[src/rtl/vec_marker_sync.sv]
// vec_marker_sync
//   Frame aligner that sits after the 32-bit word classifier. It finds a
//   periodic marker word (0xabadface), acquires and tracks frame lock, and
//   forwards each payload word together with its position in the frame. In
//   HUNT it also asks the word assembler for a 16-bit slip whenever the
//   marker is split across two consecutive words.
//
// Ports
//   sys_clk      in   system clock
//   sys_rst_n    in   synchronous reset, active low
//   in_valid     in   code/data qualifier; nothing advances while low
//   in_code      in   class code: 00 marker, 01 "abad" half, 10 "face" half, 11 payload
//   in_data      in   classified word
//   out_valid    out  payload word present on out_data/out_index
//   out_data     out  payload word
//   out_index    out  payload position 0..FRAME_LEN-1
//   frame_start  out  1-cycle pulse: in-slot marker accepted while locked
//   locked       out  high in LOCKED and FLYWHEEL
//   slip_req     out  1-cycle pulse: straddled marker seen in HUNT
//   lock_lost    out  1-cycle pulse: FLYWHEEL -> HUNT
//
// All outputs are registered, so each word's results appear one cycle after it.

module vec_marker_sync #(
    parameter int FRAME_LEN = 16,
    parameter int LOCK_CNT  = 3,
    parameter int MISS_CNT  = 2,
    parameter int IDX_W     = 8
) (
    input  logic             sys_clk,
    input  logic             sys_rst_n,
    input  logic             in_valid,
    input  logic [1:0]       in_code,
    input  logic [31:0]      in_data,
    output logic             out_valid,
    output logic [31:0]      out_data,
    output logic [IDX_W-1:0] out_index,
    output logic             frame_start,
    output logic             locked,
    output logic             slip_req,
    output logic             lock_lost
);

    localparam int SLOT_W = $clog2(FRAME_LEN + 1);
    localparam int HIT_W  = $clog2(LOCK_CNT + 1);
    localparam int MISS_W = $clog2(MISS_CNT + 1);

    localparam logic [SLOT_W-1:0] MARK_SLOT = SLOT_W'(FRAME_LEN);
    localparam logic [HIT_W-1:0]  LOCK_V    = HIT_W'(LOCK_CNT);
    localparam logic [MISS_W-1:0] MISS_V    = MISS_W'(MISS_CNT);

    localparam logic [1:0] CODE_MARK = 2'b00;
    localparam logic [1:0] CODE_ABAD = 2'b01;
    localparam logic [1:0] CODE_FACE = 2'b10;

    typedef enum logic [1:0] {
        ST_HUNT     = 2'd0,
        ST_VERIFY   = 2'd1,
        ST_LOCKED   = 2'd2,
        ST_FLYWHEEL = 2'd3
    } state_t;

    state_t              state_q, state_d;
    logic [SLOT_W-1:0]   slot_q, slot_d;
    logic [HIT_W-1:0]    hits_q, hits_d;
    logic [MISS_W-1:0]   misses_q, misses_d;
    logic                half_q, half_d;     // previous valid word in HUNT was "abad"
    logic                out_valid_q, out_valid_d;
    logic [31:0]         out_data_q, out_data_d;
    logic [IDX_W-1:0]    out_index_q, out_index_d;
    logic                frame_start_q, frame_start_d;
    logic                locked_q, locked_d;
    logic                slip_req_q, slip_req_d;
    logic                lock_lost_q, lock_lost_d;

    logic                at_marker;
    logic                is_mark;
    logic [MISS_W-1:0]   miss_next;

    always_comb begin
        state_d       = state_q;
        slot_d        = slot_q;
        hits_d        = hits_q;
        misses_d      = misses_q;
        half_d        = half_q;
        out_valid_d   = 1'b0;
        out_data_d    = out_data_q;
        out_index_d   = out_index_q;
        frame_start_d = 1'b0;
        slip_req_d    = 1'b0;
        lock_lost_d   = 1'b0;

        // slot_q counts words since the last marker; when it has reached
        // FRAME_LEN the incoming word occupies the marker slot.
        at_marker = (slot_q == MARK_SLOT);
        is_mark   = (in_code == CODE_MARK);
        miss_next = (state_q == ST_LOCKED) ? MISS_W'(1) : misses_q + MISS_W'(1);

        if (in_valid) begin
            slot_d = at_marker ? '0 : slot_q + SLOT_W'(1);
            unique case (state_q)
                ST_HUNT: begin
                    slot_d = '0;
                    half_d = (in_code == CODE_ABAD);
                    if (is_mark) begin
                        half_d   = 1'b0;
                        hits_d   = HIT_W'(1);
                        misses_d = '0;
                        if (LOCK_CNT == 1) begin
                            state_d       = ST_LOCKED;
                            frame_start_d = 1'b1;
                        end else begin
                            state_d = ST_VERIFY;
                        end
                    end else if (half_q && (in_code == CODE_FACE)) begin
                        slip_req_d = 1'b1;
                    end
                end
                ST_VERIFY: begin
                    // Off-slot markers are deliberately ignored here.
                    if (at_marker) begin
                        if (is_mark) begin
                            hits_d = hits_q + HIT_W'(1);
                            if (hits_q + HIT_W'(1) == LOCK_V) begin
                                state_d       = ST_LOCKED;
                                misses_d      = '0;
                                frame_start_d = 1'b1;
                            end
                        end else begin
                            state_d = ST_HUNT;
                            hits_d  = '0;
                            slot_d  = '0;
                        end
                    end
                end
                default: begin  // ST_LOCKED, ST_FLYWHEEL
                    if (at_marker) begin
                        if (is_mark) begin
                            state_d       = ST_LOCKED;
                            misses_d      = '0;
                            frame_start_d = 1'b1;
                        end else if (miss_next == MISS_V) begin
                            state_d     = ST_HUNT;
                            lock_lost_d = 1'b1;
                            hits_d      = '0;
                            misses_d    = '0;
                            slot_d      = '0;
                            half_d      = 1'b0;
                        end else begin
                            state_d  = ST_FLYWHEEL;
                            misses_d = miss_next;
                        end
                    end else begin
                        // Payload is forwarded whatever its code says.
                        out_valid_d = 1'b1;
                        out_data_d  = in_data;
                        out_index_d = IDX_W'(slot_q);
                    end
                end
            endcase
        end

        locked_d = (state_d == ST_LOCKED) || (state_d == ST_FLYWHEEL);
    end

    always_ff @(posedge sys_clk) begin
        if (!sys_rst_n) begin
            state_q       <= ST_HUNT;
            slot_q        <= '0;
            hits_q        <= '0;
            misses_q      <= '0;
            half_q        <= 1'b0;
            out_valid_q   <= 1'b0;
            out_data_q    <= '0;
            out_index_q   <= '0;
            frame_start_q <= 1'b0;
            locked_q      <= 1'b0;
            slip_req_q    <= 1'b0;
            lock_lost_q   <= 1'b0;
        end else begin
            state_q       <= state_d;
            slot_q        <= slot_d;
            hits_q        <= hits_d;
            misses_q      <= misses_d;
            half_q        <= half_d;
            out_valid_q   <= out_valid_d;
            out_data_q    <= out_data_d;
            out_index_q   <= out_index_d;
            frame_start_q <= frame_start_d;
            locked_q      <= locked_d;
            slip_req_q    <= slip_req_d;
            lock_lost_q   <= lock_lost_d;
        end
    end

    assign out_valid   = out_valid_q;
    assign out_data    = out_data_q;
    assign out_index   = out_index_q;
    assign frame_start = frame_start_q;
    assign locked      = locked_q;
    assign slip_req    = slip_req_q;
    assign lock_lost   = lock_lost_q;

endmodule

[config.mk]
export PLATFORM = sky130hd
export DESIGN_NAME = vec_marker_sync
export DESIGN_NICKNAME = d
export VERILOG_FILES = /design/src/rtl/vec_marker_sync.sv
export SDC_FILE = /design/constraint.sdc
export NUM_CORES = 1
export LEC_CHECK = 0
export BUFFER_PORTS_ARGS = -buffer_cell sky130_fd_sc_hd__buf_2
export CORE_MARGIN = 3
export CORE_UTILIZATION = 52
export CTS_CLUSTER_SIZE = 40
export DETAILED_ROUTE_END_ITERATION = 10
export GPL_TIMING_DRIVEN = 0
export PLACE_DENSITY = 0.88
export SLEW_MARGIN = 5
export SYNTH_ARGS = -nofsm -noshare
export SYNTH_HDL_FRONTEND = slang
export SYNTH_SLANG_ARGS = --single-unit
[constraint.sdc]
create_clock -name sys_clk -period 4.8 [get_ports sys_clk]
set_input_delay 0.48 -clock sys_clk [delete_from_list [all_inputs] [get_ports sys_clk]]
set_output_delay 0.48 -clock sys_clk [all_outputs]
set_load 0.005 [all_outputs]
Word level (Yosys, flattened, before mapping)

Index checks and enable logic that the tools add are counted.

Flip-flop bits (word level): 54
Input bits: 37
Output and inout bits: 45
Logic and storage cells: 98

$add $sub $neg: 3
Eq/ne operators: 15
Mux-type cells: 46
Bitwise gates (word level): 6
Reduce and logical (&&, ||, !) cells: 16

Operators with widths:

| operator                                                                | count |
|---|---|
| 2-bit 2-to-1 mux                                                        | 22 |
| 5-bit 2-to-1 mux                                                        | 6 |
| 2-bit == test, second input constant                                    | 6 |
| 1-bit 2-to-1 mux                                                        | 12 |
| 2-bit case mux with 2 select lines                                      | 3 |
| 6-bit AND reduction                                                     | 2 |
| 5-bit case mux with 2 select lines                                      | 1 |
| 2-bit inequality test, second input constant                            | 4 |
| 4-bit OR reduction                                                      | 2 |
| 1-bit NOT                                                               | 6 |
| 6-bit OR reduction                                                      | 1 |
| 5-bit by 1-bit adder with 5-bit output, second input constant           | 1 |
| 5-bit == test, second input constant                                    | 1 |
| 5-bit AND reduction                                                     | 1 |
| 2-bit by 1-bit adder with 2-bit output, second input constant           | 2 |
| 2-bit by 1-bit == test with 1-bit output, second input constant         | 2 |
| 2-bit logical NOT                                                       | 2 |
| 1-bit case mux with 2 select lines                                      | 2 |
| 2-bit nonzero test                                                      | 2 |
| 3-bit by 1-bit inequality test with 1-bit output, second input constant | 1 |
| 3-bit AND reduction                                                     | 1 |
| 3-bit nonzero test                                                      | 1 |
| 2-bit by 1-bit inequality test with 1-bit output, second input constant | 1 |
| 2-bit AND reduction                                                     | 1 |
| 3 further kinds                                                         | 3 |

Logic depth before layout (Yosys ltp)

Depth in word-level cells: 10
Mapped depth: 9
Gate-level depth less buffers: 6

Worst setup path before layout

Ideal clock, no wire load.

Path type: register to register
From: register slot_q[0]
To: register out_index_q[0] (netlist: out_index[0])
Library setup time: 0.116 ns
Arrival time: 1.603 ns
Required time: 4.684 ns
Path slack: 3.081 ns
Stages on the path, launching flop included: 10
Path buffers: 3
Clock period less this slack: 1.719 ns
Cell sequence: dfxtp_1 > inv_1 > ha_1 > and4bb_1 > buf_6 > or3_1 > buf_6 > buf_6 > nand2_1 > a21boi_1

Word-level cells in the longest chain between the ends: 3

RTL lines:

| what                          | line | text |
|---|---|---|
| from (decl)                   | 64   | `logic [SLOT_W-1:0] slot_q, slot_d;` |
| from (signal assigned)        | 182  | `slot_q <= slot_d;` |
| 5-bit == test                 | 95   | `at_marker = (slot_q == MARK_SLOT);` |
| 1-bit NOT (no line)           | -    |  |
| 3-bit AND reduction (no line) | -    |  |
| to (signal assigned)          | 188  | `out_index_q <= out_index_d;` |
| to (decl)                     | 70   | `logic [IDX_W-1:0] out_index_q, out_index_d;` |

Several ways; a longest one is shown, not always the timed one.
A chain may end at the register's enable or synchronous reset.

Final worst setup path

From: register slot_q[0]
To: register out_data_q[14] (netlist: out_data[14])

Word-level cells in the longest chain between the ends: 3

RTL lines:

| what                          | line | text |
|---|---|---|
| 5-bit == test                 | 95   |  |
| 1-bit NOT (no line)           | -    |  |
| 3-bit AND reduction (no line) | -    |  |
| to (signal assigned)          | 187  | `out_data_q <= out_data_d;` |
| to (decl)                     | 69   | `logic [31:0] out_data_q, out_data_d;` |

No other way between the ends.

==> impl_summary.log <==
[metrics] CTS tree: yes
[metrics] final setup margin: between 2000 and 3000 ps
[metrics] 1st-pass router iterations: 4
[metrics] remaining antenna violation count: 0
[metrics] share of synthesized area occupied by flip-flops and latches: 0.483
[metrics] core area: 4090 sq um
[metrics] Data arrival, critical path: about 2100 ps
[metrics] area share of the largest cell type after synthesis: 0.483
[metrics] Total Die Area: approximately 5000 sq um
[metrics] number of cells on the worst reg-to-reg path: 8
[metrics] post-synthesis async set-or-reset flop share: 0
[metrics] pin count of the biggest net entering global routing: 17
[metrics] CTS Root Buffer Type: sky130_fd_sc_hd__clkbuf_8
[metrics] source of the worst register-to-register timing path: slot_q[0]
[metrics] yosys synthesis warning count: 0
[metrics] worst slack, placed: between 2000 and 3000 ps
[metrics] vias after detailed routing: ~2000
[metrics] cell types with the highest counts after synthesis: 82 x sky130_fd_sc_hd__nand2_1, 54 x sky130_fd_sc_hd__dfxtp_1, 30 x sky130_fd_sc_hd__a21boi_1, 8 x sky130_fd_sc_hd__a21boi_0
[metrics] Area growth, synth to finish: 25.4%
[metrics] worst IR drop on VDD: 0.183 mV
[metrics] number of buffers between clock root and the deepest sink: 2
[metrics] most frequent cell after synthesis: sky130_fd_sc_hd__nand2_1
[metrics] TritonCTS buffer count: 5
[metrics] sum of net half-perimeters after detailed placement: 3.52 mm
[metrics] Total GRT Usage: 0.193
[metrics] Post-CTS Setup Bufs: 0
[metrics] initial cell density of the core: 0.547
[metrics] setup slack, reg-to-reg: 2900 ps
[metrics] mean area per synthesized cell: 8.70 sq um
[metrics] kind of critical path: reg -> reg
[metrics] min Tclk post-route: 1900 ps
[metrics] RSZ-0062 raised after global routing: no
[metrics] clock latency reported for the late side of the worst-skew pair: 310 ps
[metrics] die height: between 70 and 80 um
[metrics] leakage power: roughly 0.0012 uW
[metrics] maximum operating frequency: ~0.53 GHz
[metrics] number of global-route vias before repair: about 1800
[metrics] Worst Hold Class: in -> reg
[metrics] pwr/cell area: 283 nW/um^2
[metrics] fin util: 0.686
[metrics] Die W: slightly above 70 um
[metrics] initial antenna violation count: 0
[metrics] number of enable-type register cells in the synthesized netlist: 0
[metrics] min-delay src: in_data[22]
[metrics] Slew Limit Fails: 0
[metrics] Critical Path Source Type: register
[metrics] # clock sinks: 54
[metrics] Mapped Area: 2240 sq um
[metrics] number of max-capacitance violations reported: 0
[metrics] worst-path fanout max: 10
[metrics] residual DRC count: 0
[metrics] aggregate routed wire length: 4.80 mm
[metrics] Reg-to-Reg End: out_data[14]
[metrics] count of routing violations after the opening detailed-route iteration: 72
[metrics] WHS Path Cells: 3
[metrics] fill cell total of the finished layout: 339
[metrics] worst clock skew: approximately 11 ps
[metrics] number of vias per cell after detailed routing: between 5 and 6
[metrics] routability cong.: 0.902
[metrics] worst slack on hold paths: 392 ps
[metrics] post-route cell area: 2810 sq um
[metrics] cts-stage hold buffer count: 0
[metrics] post-synthesis cell count: between 200 and 300
[metrics] ant diodes: 0
[metrics] I/O Buffers: 78
[metrics] Hold Path End: out_data[22]
[metrics] share of post-route cells with drive strength above 1: 0.285
[metrics] largest cells by area after synthesis: sky130_fd_sc_hd__dfxtp_1 48%, sky130_fd_sc_hd__nand2_1 14%, sky130_fd_sc_hd__a21boi_1 10%
[metrics] top flip-flop cell by instance count after synthesis: sky130_fd_sc_hd__dfxtp_1
[metrics] Final Net Count: 384
[metrics] final setup TNS: 0 ps
[metrics] Row Count: 23
[metrics] average wire per cell in the routed design: 12.2 um
[metrics] GRT Residual Overflow: 0
[metrics] cell type with the largest total area after synthesis: sky130_fd_sc_hd__dfxtp_1
[metrics] maximum level of the CTS H-tree: 2
[metrics] num ports: 82
[metrics] Final setup violation count: 0
[metrics] status: finished clean
[metrics] Post-DP Area: 2700 sq um
[metrics] count of endpoints failing hold in the final timing report: 0
[metrics] global-route wire length before repair: approximately 8 mm
[metrics] count of cells resized by post-cts repair: 0
[metrics] post-route clock period utilization: 0.395
[metrics] clock-pin slew on the worst setup and hold paths: roughly 100 ps
[metrics] number of distinct library cells after synthesis: 35
[metrics] Worst Path Required: 5040 ps
[metrics] number of flip-flops and latches in the synthesized netlist: 54
[metrics] endpoint class of the critical path: register
-- state kept, by name, summed over array words and instances, names as in the netlist, 2 cells and up --
signal	count
state_q	2
hits_q	2
misses_q	2
slot_q	5
out_index	5
out_data	32
-- through the flow --
| stage | total power (uW) | std cells |
|---|---|---|
| 2_1_floorplan | 483 | 259 |
| 3_5_place_dp | 505 | 387 |
| 4_1_cts | 802 | 394 |
| 5_1_grt | 820 | 394 |
| 3_3_place_gp | 504 | 387 |
| 6_report | 794 | 394 |
-- critical path, stage by stage (launching register included) --
cell,delay (ps)
sky130_fd_sc_hd__dfxtp_1,420
sky130_fd_sc_hd__inv_1,70
sky130_fd_sc_hd__ha_1,190
sky130_fd_sc_hd__and4bb_1,200
sky130_fd_sc_hd__buf_6,140
sky130_fd_sc_hd__nor3_4,310
sky130_fd_sc_hd__buf_2,290
sky130_fd_sc_hd__nand2_1,90
sky130_fd_sc_hd__a21boi_1,130
-- where the power goes --
part	switching, uW	internal (uW)	leakage, uW
clock	146	154	0.0000542
sequential	1.54	450	0.000435
combinational	21.2	22.0	0.000749
-- cell families after synthesis --
kind of cell | synth area share
adders and majority gates | 0.0168
AOI/OAI and AO/OA | 0.179
buffers and inverters | 0.0660
muxes | 0.0179
other | 0.00168
DFF | 0.483
and+or+nand+nor | 0.220
xor gates and xnor gates | 0.0157
-- area by class of cell --
class	instances	area [sq um]	area share
Timing Repair Buffer	78	390	0.139
Clock buffer	5	68.8	0.0245
Inverter	6	22.5	0.00803
Sequential cell	54	1080	0.385
Multi-Input combinational cell	180	1020	0.362
Buffer	19	125	0.0446
Tap cell	50	62.6	0.0223
Clock inverter	2	38.8	0.0138
-- layer usage --
layer | up-vias | track usage | share of wire
li1 | 1024 | - | -
met1 | 899 | 0.243 | 0.43
met2 | 63 | 0.322 | 0.49
met3 | 9 | 0.0519 | 0.069
met4 | 0 | 0.0626 | 0.013
met5 | - | 0 | 0
-- how the worst max path moves through the flow --
stage | startpoint | to | cells after the start
floorplan | slot_q[0] | out_index[0] | 9
CTS | slot_q[0] | out_data[14] | 8
global placement | slot_q[0] | out_index[1] | 8
global route | slot_q[0] | out_data[30] | 8
finish | slot_q[0] | out_data[14] | 8
detailed placement | slot_q[0] | out_data[14] | 8
-- layout by cell type (no fill, tap or decap), types with 3 or more instances in the layout --
cell type	n
sky130_fd_sc_hd__a21boi_0	8
sky130_fd_sc_hd__nand2_1	82
sky130_fd_sc_hd__dfxtp_1	54
sky130_fd_sc_hd__a21boi_1	30
sky130_fd_sc_hd__nor3_1	3
sky130_fd_sc_hd__clkbuf_8	5
sky130_fd_sc_hd__buf_4	3
sky130_fd_sc_hd__buf_6	5
sky130_fd_sc_hd__nand3_1	7
sky130_fd_sc_hd__xor2_1	3
sky130_fd_sc_hd__inv_1	6
sky130_fd_sc_hd__buf_2	82
sky130_fd_sc_hd__o21ai_0	3
sky130_fd_sc_hd__ha_1	3
sky130_fd_sc_hd__mux2i_1	4
sky130_fd_sc_hd__nor2_1	7
sky130_fd_sc_hd__clkbuf_1	7
sky130_fd_sc_hd__conb_1	3
(Power assumes the default switching activity.)
